--- src/rtl/test_status_pkg.sv ---
// Shared types and BCD constants for the memory-test status feeder.
package test_status_pkg;

  localparam int unsigned BCD_W = 4;
  localparam logic [3:0]  BCD_MAX_DIGIT = 4'd9;
  localparam logic [7:0]  BCD_59 = 8'h59;
  localparam logic [7:0]  BCD_99 = 8'h99;

  typedef enum logic [1:0] {
    IDLE = 2'd0,
    RUN  = 2'd1,
    HOLD = 2'd2
  } state_t;

  // Two-digit BCD increment; the caller handles the wrap/limit of the upper digit.
  function automatic logic [7:0] bcd2_inc(input logic [7:0] v);
    logic [7:0] r;
    if (v[3:0] == BCD_MAX_DIGIT) r = {v[7:4] + 4'd1, 4'd0};
    else                         r = {v[7:4], v[3:0] + 4'd1};
    return r;
  endfunction

endpackage

--- src/rtl/bcd_counter.sv ---
// Multi-digit BCD event counter that saturates at all nines.
module bcd_counter
  import test_status_pkg::*;
#(
  parameter int unsigned DIGITS = 8
) (
  input  logic                      clk,
  input  logic                      reset,
  input  logic                      clr,
  input  logic                      inc,
  output logic [BCD_W*DIGITS-1:0]   value
);

  localparam int unsigned W = BCD_W * DIGITS;

  logic [W-1:0]     value_q;
  logic [W-1:0]     value_inc;
  logic             all_nine;
  logic             carry;
  logic [BCD_W-1:0] digit;

  // Full ripple of the decimal carry within one cycle.
  always_comb begin
    value_inc = value_q;
    all_nine  = 1'b1;
    carry     = 1'b1;
    digit     = '0;
    for (int i = 0; i < int'(DIGITS); i++) begin
      digit = value_q[i*BCD_W +: BCD_W];
      if (digit != BCD_MAX_DIGIT) all_nine = 1'b0;
      if (carry) begin
        if (digit == BCD_MAX_DIGIT) begin
          value_inc[i*BCD_W +: BCD_W] = '0;
        end else begin
          value_inc[i*BCD_W +: BCD_W] = digit + 4'd1;
          carry = 1'b0;
        end
      end
    end
  end

  always_ff @(posedge clk) begin
    if (reset || clr)          value_q <= '0;
    else if (inc && !all_nine) value_q <= value_inc;
  end

  assign value = value_q;

endmodule

--- config.mk ---
export PLATFORM = sky130hd
export DESIGN_NAME = bcd_counter
export DESIGN_NICKNAME = d
export VERILOG_FILES = /design/src/rtl/test_status_pkg.sv /design/src/rtl/bcd_counter.sv
export SDC_FILE = /design/constraint.sdc
export NUM_CORES = 1
export LEC_CHECK = 0
export BUFFER_PORTS_ARGS = -buffer_cell sky130_fd_sc_hd__buf_2
export CAP_MARGIN = 20
export CORE_MARGIN = 2
export CORE_UTILIZATION = 45
export DETAILED_ROUTE_END_ITERATION = 10
export GPL_TIMING_DRIVEN = 0
export PLACE_DENSITY = 0.71
export SETUP_SLACK_MARGIN = 0.1
export SKIP_LAST_GASP = 1
export SLEW_MARGIN = 40
export SYNTH_ARGS = -nofsm -noshare
export SYNTH_HDL_FRONTEND = slang
export SYNTH_SLANG_ARGS = --single-unit
--- constraint.sdc ---
create_clock -name clk -period 5 [get_ports clk]
set_clock_uncertainty 0.1 [all_clocks]
set_input_delay 1 -clock clk [delete_from_list [all_inputs] [get_ports clk]]
set_output_delay 1 -clock clk [all_outputs]
set_load 0.02 [all_outputs]
==> results.toml <==
[floorplan]
die-area_um2 = 4280
core_um2 = 3630
pin_count = 36
dieWidth_um = 65.4
die_h_um = 65.4
rows = 22
initial_core_util_pct = 46.8

[grt]
grt_max_degree = 11
grt_util_met1_pct = 25.9
grt.total_usage_pct = 19.7
grt_pass1_wl_mm = 6.51
gr-total-overflow = 0
grt_pass1_vias = 1453
grt_util_met3_pct = 4.79
antenna_found_initial = 0
use_met2_pct = 30.6
grt_busiest_layer = "met2"

[logic_synthesis]
syn_inst = 206
ys_warn_count = 0
synthTopCellsByArea = "dfxtp_1 (38%), a21oi_1 (5.9%), nor2_1 (4.4%), o21ai_0 (4.4%), nand2_1 (4.0%)"
synth_top_area_share_pct = 37.7
ys_seq_elements = 32
syn_area_per_cell_um2 = 8.25
syn_nets = 210
synth_area_leader_cell = "dfxtp_1"
synthDistinctLibCells = 42
seq_area_frac_synth_pct = 37.7
netlist_area_um2 = 1700

[clocking]
clock_latency_ps = 280
hold_buffers = 0
cts_max_level = 2
clock_path_buffers = 2
path_clk_slew_ps = 60
cts_buffers = 5
post_cts_buffers = 0
clock_sinks = 32
ctsResizeCount = 0
ctsRootBufferMaster = "clkbuf_8"
cts_tree = "yes"

[critical_path]
cp-start-kind = "input port"
path_max_fanout = 8
rr_worst_depth = 5
startpoint = "inc"
reg2reg_setup_slack_ps = 2720
worst_r2r_endpoint = "value[11]"
r2r_start = "value[28]"
worst_setup_path_end_kind = "flop"
crit_end = "value[31]"
path_class = "input port to flop"
crit_arrival_ps = 2700
required_ps = 5110

[route]
via_per_inst = 5.45
routedWlPerCell_um = 12.7
finalWirelength_mm = 3.79
drc = 0
ant_nets = 0
drt_iter0_drc = 79
vias = 1619
drt-pass1-iter-count = 4

[placement]
dpl_cell_area_um2 = 1930
dp_hpwl_mm = 2.77
port_buffers = 35
place_inst = 289
place.gp.congestion = 0.803
place_ws_ps = 2110

[timing]
fin_ws_ps = 2410
slew_viol_final = 0
finalHoldViolCount = 0
setup_viol = 0
min_period_over_period_pct = 51.9
max_freq_mhz = 385
rsz0062_at_grt = "false"
fin_tns_setup_ps = 0
tightestPinTransition_ps = 571
finalCriticalPeriod_ps = 2590
whs_ps = 410
max-slew-margin-rel_pct = 61.6

[layout]
final_common_cell = "buf_2"
num-nets-final = 252
drive_above_1_share_pct = 20.1
fin_area_um2 = 2030
diodes = 0
syn_to_final_growth_pct = 19.5
largest_register_ffs = 32
final_cells = 297
layout_common_cells = "buf_2 (35), dfxtp_1 (32), nor2_1 (20), a21oi_1 (20), nand2_1 (18)"

[run]
drv_cap = 0

[power]
power_density_nw_per_um2 = 230
vdd_drop_max_mv = 0.242
p_leak_nw = 0.763

[run_status]
outcome = "completed"

[min_path]
hold_path_class = "flop to flop"
==> cell type report <==
cell class / instances / area, um2
Buffer: 5 / 18.8
Timing Repair Buffer: 35 / 175
Fill cell: 370 / 1600
Inverter: 9 / 33.8
Tap cell: 48 / 60.1
Clock buffer: 8 / 90.1
Multi-Input combinational cell: 160 / 1010
Sequential cell: 32 / 641
==> how the worst min path moves through the flow <==
stage	from	endpoint	slack [ps]	depth (start not counted)
finish	value[20]	value[20]	410	2
detailed placement	value[19]	value[19]	410	2
floorplan	value[20]	value[20]	470	2
CTS	value[20]	value[20]	420	2
global placement	value[20]	value[20]	400	2
global route	value[20]	value[20]	460	2
==> cell families (layout without fill, tap and decap cells) <==
logic type                count (synthesis)  in the layout  synth area share [%]
muxes                                     5              5                  2.95
xor gates and xnor gates                  9              9                  4.64
DFF                                      32             32                  37.7
buffers and inverters                    14             57                  3.09
AOI/OAI and AO/OA                        47             47                  16.1
and+or+nand+nor                          99             99                  35.6
==> routing by layer <==
| layer | wire, um | vias to the layer above |
|---|---|---|
| met4 | 52 | 0 |
| met1 | 1920 | 744 |
| met2 | 1660 | 30 |
| met5 | 0 | - |
| li1 | - | 841 |
| met3 | 153 | 4 |
==> synthesized netlist by cell type <==
cell,count
a21oi_1,20
and4_1,3
xnor2_1,3
a31o_2,1
or4_4,1
nand2b_1,1
dfxtp_1,32
nor2_1,20
o211ai_1,1
nor4bb_1,4
a41o_1,1
mux2i_1,5
a32o_1,1
nor2b_1,9
nor3_1,2
nand4bb_4,1
nand2_1,18
or2_2,2
o21ai_0,15
nand4_1,4
a211oi_1,3
or3_4,1
a31oi_1,2
nor4_1,3
o311ai_0,1
and2_1,2
nand3_1,9
or4_1,1
xor2_1,6
inv_1,9
and4bb_2,2
o41ai_1,1
or4bb_1,2
nor3b_1,2
clkbuf_1,5
or3_1,7
nor4b_1,1
nand4b_1,1
and4b_1,1
o2111ai_1,1
and3_1,1
nand4bb_1,1
==> metrics by stage <==
stage | util (%) | total power [mW]
after floorplan | - | 0.268
after global placement | 53.2 | 0.273
after detailed placement | 53.2 | 0.273
after CTS | 55.7 | 0.474
after global routing | 55.9 | 0.486
final | 55.9 | 0.468
==> critical path, stage by stage <==
cell and delay (ps):
buf_2 100, nand2_1 140, or3_4 450, or4_4 510
or3_1 360, a21oi_1 130
==> where the power goes <==
part           internal [mW]  switching (mW)  total, mW  leakage, nW
clock                  0.112          0.0887      0.201       0.0455
sequential             0.255        0.000669      0.256        0.258
combinational        0.00302         0.00797     0.0110        0.460
total                  0.371          0.0974      0.468        0.763
No activity file was read; power rests on OpenSTA's default activity.
